===== src/rtl/alu_seq.sv =====
// Sequential ALU: single-cycle logic/arithmetic ops plus iterative shifts and shift-add multiply.
// Operands arrive and results leave through valid/ready handshakes.
//   state | meaning
//   IDLE  | ready for a new operation
//   BUSY  | iterating a shift or multiply, counter counts down to zero
//   DONE  | result/flags presented, waiting for out_ready
module alu_seq #(
  parameter int WIDTH = 8
) (
  input  logic             clk,
  input  logic             rst_n,
  input  logic             in_valid,
  output logic             in_ready,
  input  logic [3:0]       op,
  input  logic [WIDTH-1:0] a,
  input  logic [WIDTH-1:0] b,
  output logic             out_valid,
  input  logic             out_ready,
  output logic [WIDTH-1:0] result,
  output logic             zero_f,
  output logic             cout_f,
  output logic             over_f
);
  localparam int SW = $clog2(WIDTH);
  localparam int CW = SW + 1;

  typedef enum logic [1:0] {IDLE, BUSY, DONE} state_t;

  state_t             state_q, state_d;
  logic [3:0]         op_q, op_d;
  logic [CW-1:0]      cnt_q, cnt_d;
  logic [WIDTH-1:0]   sh_q, sh_d;
  logic [2*WIDTH-1:0] mcand_q, mcand_d, acc_q, acc_d;
  logic [WIDTH-1:0]   result_q, result_d;
  logic               zero_q, zero_d, cout_q, cout_d, over_q, over_d;

  logic [WIDTH:0]     sum, diff;
  logic               add_ovf, sub_ovf;
  logic [WIDTH-1:0]   sh_step, res;
  logic [2*WIDTH-1:0] acc_step;
  logic               c, v;
  logic               is_mul;

  assign sum     = {1'b0, a} + {1'b0, b};
  assign diff    = {1'b0, a} + {1'b0, ~b} + {{WIDTH{1'b0}}, 1'b1};
  assign add_ovf = (a[WIDTH-1] == b[WIDTH-1]) && (sum[WIDTH-1] != a[WIDTH-1]);
  assign sub_ovf = (a[WIDTH-1] != b[WIDTH-1]) && (diff[WIDTH-1] != a[WIDTH-1]);

  // sh_q is the shift operand for shifts and the remaining multiplier bits for MUL
  assign is_mul   = (op_q[1:0] == 2'b11);
  assign acc_step = sh_q[0] ? acc_q + mcand_q : acc_q;

  always_comb begin
    case (op_q[1:0])
      2'b00:   sh_step = {sh_q[WIDTH-2:0], 1'b0};
      2'b01:   sh_step = {1'b0, sh_q[WIDTH-1:1]};
      2'b10:   sh_step = {sh_q[WIDTH-1], sh_q[WIDTH-1:1]};
      default: sh_step = sh_q;
    endcase
  end

  assign in_ready  = rst_n && (state_q == IDLE);
  assign out_valid = (state_q == DONE);
  assign result    = result_q;
  assign zero_f    = zero_q;
  assign cout_f    = cout_q;
  assign over_f    = over_q;

  always_comb begin
    state_d  = state_q;
    op_d     = op_q;
    cnt_d    = cnt_q;
    sh_d     = sh_q;
    mcand_d  = mcand_q;
    acc_d    = acc_q;
    result_d = result_q;
    zero_d   = zero_q;
    cout_d   = cout_q;
    over_d   = over_q;
    res      = '0;
    c        = 1'b0;
    v        = 1'b0;
    case (state_q)
      IDLE: begin
        if (in_valid && in_ready) begin
          op_d = op;
          if (op[3:2] == 2'b10) begin
            sh_d    = (op[1:0] == 2'b11) ? b : a;
            mcand_d = {{WIDTH{1'b0}}, a};
            acc_d   = '0;
            cnt_d   = (op[1:0] == 2'b11) ? CW'(WIDTH) : {1'b0, b[SW-1:0]};
            if (op[1:0] != 2'b11 && b[SW-1:0] == '0) begin
              result_d = a;
              zero_d   = (a == '0);
              cout_d   = 1'b0;
              over_d   = 1'b0;
              state_d  = DONE;
            end else begin
              state_d = BUSY;
            end
          end else begin
            case (op)
              4'b0000: begin res = sum[WIDTH-1:0];  c = sum[WIDTH];  v = add_ovf; end
              4'b0001: begin res = diff[WIDTH-1:0]; c = diff[WIDTH]; v = sub_ovf; end
              4'b0010: res = ~a;
              4'b0011: res = a & b;
              4'b0100: res = a | b;
              4'b0101: res = a ^ b;
              4'b0110: begin
                res = {{(WIDTH-1){1'b0}}, diff[WIDTH-1] ^ sub_ovf};
                c   = diff[WIDTH];
                v   = sub_ovf;
              end
              4'b0111: res = {{(WIDTH-1){1'b0}}, (a == b)};
              default: res = '0;
            endcase
            result_d = res;
            zero_d   = (res == '0);
            cout_d   = c;
            over_d   = v;
            state_d  = DONE;
          end
        end
      end
      BUSY: begin
        cnt_d = cnt_q - CW'(1);
        if (is_mul) begin
          acc_d   = acc_step;
          mcand_d = mcand_q << 1;
          sh_d    = sh_q >> 1;
        end else begin
          sh_d = sh_step;
        end
        if (cnt_q == CW'(1)) begin
          state_d = DONE;
          if (is_mul) begin
            result_d = acc_step[WIDTH-1:0];
            zero_d   = (acc_step[WIDTH-1:0] == '0);
            cout_d   = (acc_step[2*WIDTH-1:WIDTH] != '0);
            over_d   = (acc_step[2*WIDTH-1:WIDTH] != '0);
          end else begin
            result_d = sh_step;
            zero_d   = (sh_step == '0);
            cout_d   = 1'b0;
            over_d   = 1'b0;
          end
        end
      end
      DONE: begin
        if (out_ready) state_d = IDLE;
      end
      default: state_d = IDLE;
    endcase
  end

  always_ff @(posedge clk) begin
    if (!rst_n) begin
      state_q  <= IDLE;
      op_q     <= '0;
      cnt_q    <= '0;
      sh_q     <= '0;
      mcand_q  <= '0;
      acc_q    <= '0;
      result_q <= '0;
      zero_q   <= 1'b0;
      cout_q   <= 1'b0;
      over_q   <= 1'b0;
    end else begin
      state_q  <= state_d;
      op_q     <= op_d;
      cnt_q    <= cnt_d;
      sh_q     <= sh_d;
      mcand_q  <= mcand_d;
      acc_q    <= acc_d;
      result_q <= result_d;
      zero_q   <= zero_d;
      cout_q   <= cout_d;
      over_q   <= over_d;
    end
  end
endmodule

===== config.mk =====
export PLATFORM = sky130hd
export DESIGN_NAME = alu_seq
export DESIGN_NICKNAME = d
export VERILOG_FILES = /design/src/rtl/alu_seq.sv
export SDC_FILE = /design/constraint.sdc
export NUM_CORES = 1
export LEC_CHECK = 0
export BUFFER_PORTS_ARGS = -buffer_cell sky130_fd_sc_hd__buf_4
export CORE_ASPECT_RATIO = 0.6
export CORE_MARGIN = 5
export CORE_UTILIZATION = 55
export DETAILED_ROUTE_END_ITERATION = 10
export GPL_TIMING_DRIVEN = 0
export PLACE_DENSITY = 0.79
export SKIP_CTS_REPAIR_TIMING = 1
export SLEW_MARGIN = 20
export SYNTH_ARGS = -nofsm -noshare
export SYNTH_HDL_FRONTEND = slang
export SYNTH_SLANG_ARGS = --single-unit

===== constraint.sdc =====
create_clock -name clk -period 5.3 [get_ports clk]
set_clock_uncertainty 0.15 [all_clocks]
set_input_delay 0.53 -clock clk [delete_from_list [all_inputs] [get_ports clk]]
set_output_delay 0.53 -clock clk [all_outputs]
set_load 0.03 [all_outputs]

==> out/metrics.csv <==
metric,value,unit
Via-to-Cell Ratio,6.781,
status,completed,
Tcrit/Tclk final,0.8390,
max cap viols,0,
detailed-route via count,6279,
Wirelength per Cell,21.92,um
"Clk pin slew, worst setup/hold paths",0.05,ns
synthesized flop and latch total,59,
Initial Util,0.5654,
GPL Wtd Cong,0.9794,
Antenna Nets Post-Route,0,
Final Max Slew Viols,0,
worst-path maximum fanout,9,
Worst EP required,5.40,ns
cells after synthesis,742,
Critical Path Sink Type,register,
final instance area,6304,um2
Worst Setup Start Kind,primary input,
"Setup violations, final",0,
H-tree depth,3,
first-pass GRT wire length,31720,um
RSZ-0062 raised after global routing,false,
initial antenna violation count,0,
M3 GR Usage,0.1348,
post-synth top area cell,dfxtp_1,
row count,28,
Hold Crit Class,register to register,
IO Count,37,
drt first pass iters,8,
maximum VDD drop,0.0001816,V
number of global-route vias before repair,5725,
R2R Setup Slk,2.03,ns
clock sinks,59,
global routing's busiest layer,met1,
final WL,20300,um
Ant. Diodes,0,
PD cells,222.5,nW/um2
Final nets,855,
drt drc,0,
pre-CTS setup slack,0.7119,ns
Fill cells,908,
Core ar.,9915,um2
largest net degree at the start of global routing,11,
asr flop ratio synth,0,
Tightest Pin Transition,0.7523,ns
Worst EP arrival,4.55,ns
DIE AREA,12380,um2
"Remaining Overflow, GRT",0,
gr usage total,0.3285,
CTS buffer count,9,
ranking of synthesized cells by area,"dfxtp_1 (21%), ha_1 (9.2%), a21oi_1 (5.9%)",
Post-synth EDFFs,0,
Die Width,140.3,um
Max-slew headroom,0.4932,
PnR worst setup slack,0.8532,ns
post-synthesis sequential area ratio,0.2107,
placed cell count,910,
"Cell Count, Final, Fillers Out",926,
CP Class,primary input to register,
post-layout min period,4.447,ns
master cell of the clock root buffer,clkbuf_16,
worst skew pair latency,0.34,ns
Mapped Area,5605,um2
area grow syn2layout,12.46,%
share of post-route cells with drive strength above 1,0.1340,
Synth Warn #,0,
LEAKAGE,2.522,nW
Placed Area,6022,um2
Post-DP HPWL,15760,um
synth unique cells,88,
met2 Usage GRT,0.4214,
Total Power,1.402,mW
Final TNS setup,0,ns
post-synth top area share,0.2107,
Max Root-Sink Buffers,2,
f_max,0.2249,GHz
Synth Flop Type,dfxtp_1,
CTS tree,yes,
Avg Inst Size Synth,7.554,um2
Fin. Hold Viols,0,
PortBufs,33,
Mapped Nets,811,
die span in y,88.20,um
Starting DRT DRC Count,962,
routing usage on met1,0.5089,
-- registers in the layout, indices dropped and copies added (netlist names) --
signal / count
op_q: 2
over_f: 1
zero_f: 1
sh_q: 8
state_q: 2
cnt_q: 4
cout_f: 1
mcand_q: 16
acc_q: 16
result: 8
-- synth_stat cells (8+ instances only) --
library cell  count
dfxtp_1          59
nand2b_1         15
a211oi_1         13
nor2_1           56
buf_2            21
o21ai_0          41
o21ai_1           9
ha_1             41
o211ai_1          8
xnor2_1           8
mux2i_1          14
a311oi_1          9
a21oi_1          66
clkbuf_1         22
o22ai_1           8
a31oi_1           9
nor2b_1          18
nand3_1          27
inv_1            30
nand2_1          83
nor3_1           15
-- logic make-up (layout without fill, tap and decap cells) --
logic type,after synthesis,count (layout),synth area share
multiplexers,18,18,0.03303
AND/OR/NAND/NOR,265,265,0.2415
flip-flops,59,59,0.2107
AO/OA/AOI/OAI,256,256,0.3199
adder cells (fa/ha/maj),45,45,0.1058
buffers and inverters,84,133,0.06562
XOR/XNOR,15,15,0.02344
-- routing by layer --
metal  vias to the layer above  routed length (um)  share of wire
met2                       469                7349           0.36
met5                         -                   0              0
met3                        34                3329           0.16
li1                       2838                   -              -
met1                      2938                9391           0.46
met4                         0                 231          0.011
-- final timing paths --
check,endpoint,depth (start not counted),start
worst max-delay path,zero_f,18,a[1]
worst min-delay path,acc_q[7],2,acc_q[7]
worst max register to register,zero_f,9,acc_q[0]
worst min register to register,acc_q[7],2,acc_q[7]
-- cell usage in the layout (no fill, tap or decap), types with 13 or more instances in the layout --
| master | count |
|---|---|
| clkbuf_1 | 23 |
| nor2_1 | 56 |
| mux2i_1 | 14 |
| dfxtp_1 | 59 |
| buf_2 | 21 |
| a21oi_1 | 66 |
| buf_4 | 34 |
| nor3_1 | 15 |
| nand2_1 | 83 |
| nor2b_1 | 18 |
| inv_1 | 30 |
| o21ai_0 | 41 |
| nand3_1 | 27 |
| nand2b_1 | 15 |
| a211oi_1 | 13 |
| ha_1 | 41 |
-- layout make-up --
| type | instances | area [um2] | share of cell area |
|---|---|---|---|
| inverter | 31 | 116.4 | 0.01846 |
| sequential | 59 | 1181 | 0.1874 |
| clock buffer | 12 | 256.5 | 0.04069 |
| clock inverter | 4 | 25.02 | 0.003970 |
| multi-input combinational | 599 | 4056 | 0.6435 |
| timing repair buffer | 33 | 247.7 | 0.03930 |
| tap | 135 | 168.9 | 0.02680 |
| buffer | 53 | 251.5 | 0.03990 |
-- through the flow --
step                      utilization  hold slack, ns
after CTS                      0.6358          0.3297
after detailed placement       0.6074          0.3226
after floorplan                     -          0.2941
final                          0.6358          0.3350
after global routing           0.6358          0.3554
after global placement         0.6074          0.3068
-- where the power goes --
| group | switching, mW | internal (mW) |
|---|---|---|
| Clock | 0.213 | 0.340 |
| Combinational | 0.236 | 0.133 |
| Sequential | 0.0190 | 0.462 |
| Total | 0.468 | 0.935 |
-- critical path, stage by stage --
cell and delay, ns:
buf_4 0.18, inv_1 0.10, ha_1 0.41, o21ba_2 0.26, o21bai_1 0.39, a21oi_1 0.13
o21ai_0 0.18, a21oi_1 0.09, nor2_1 0.14, nor2_1 0.12, fa_1 0.39, and3b_1 0.17
o21ai_1 0.12, a41oi_1 0.16, nor4_1 0.47, and3_1 0.26, a41oi_2 0.16, a211oi_2 0.29
(Power assumes the default switching activity.)
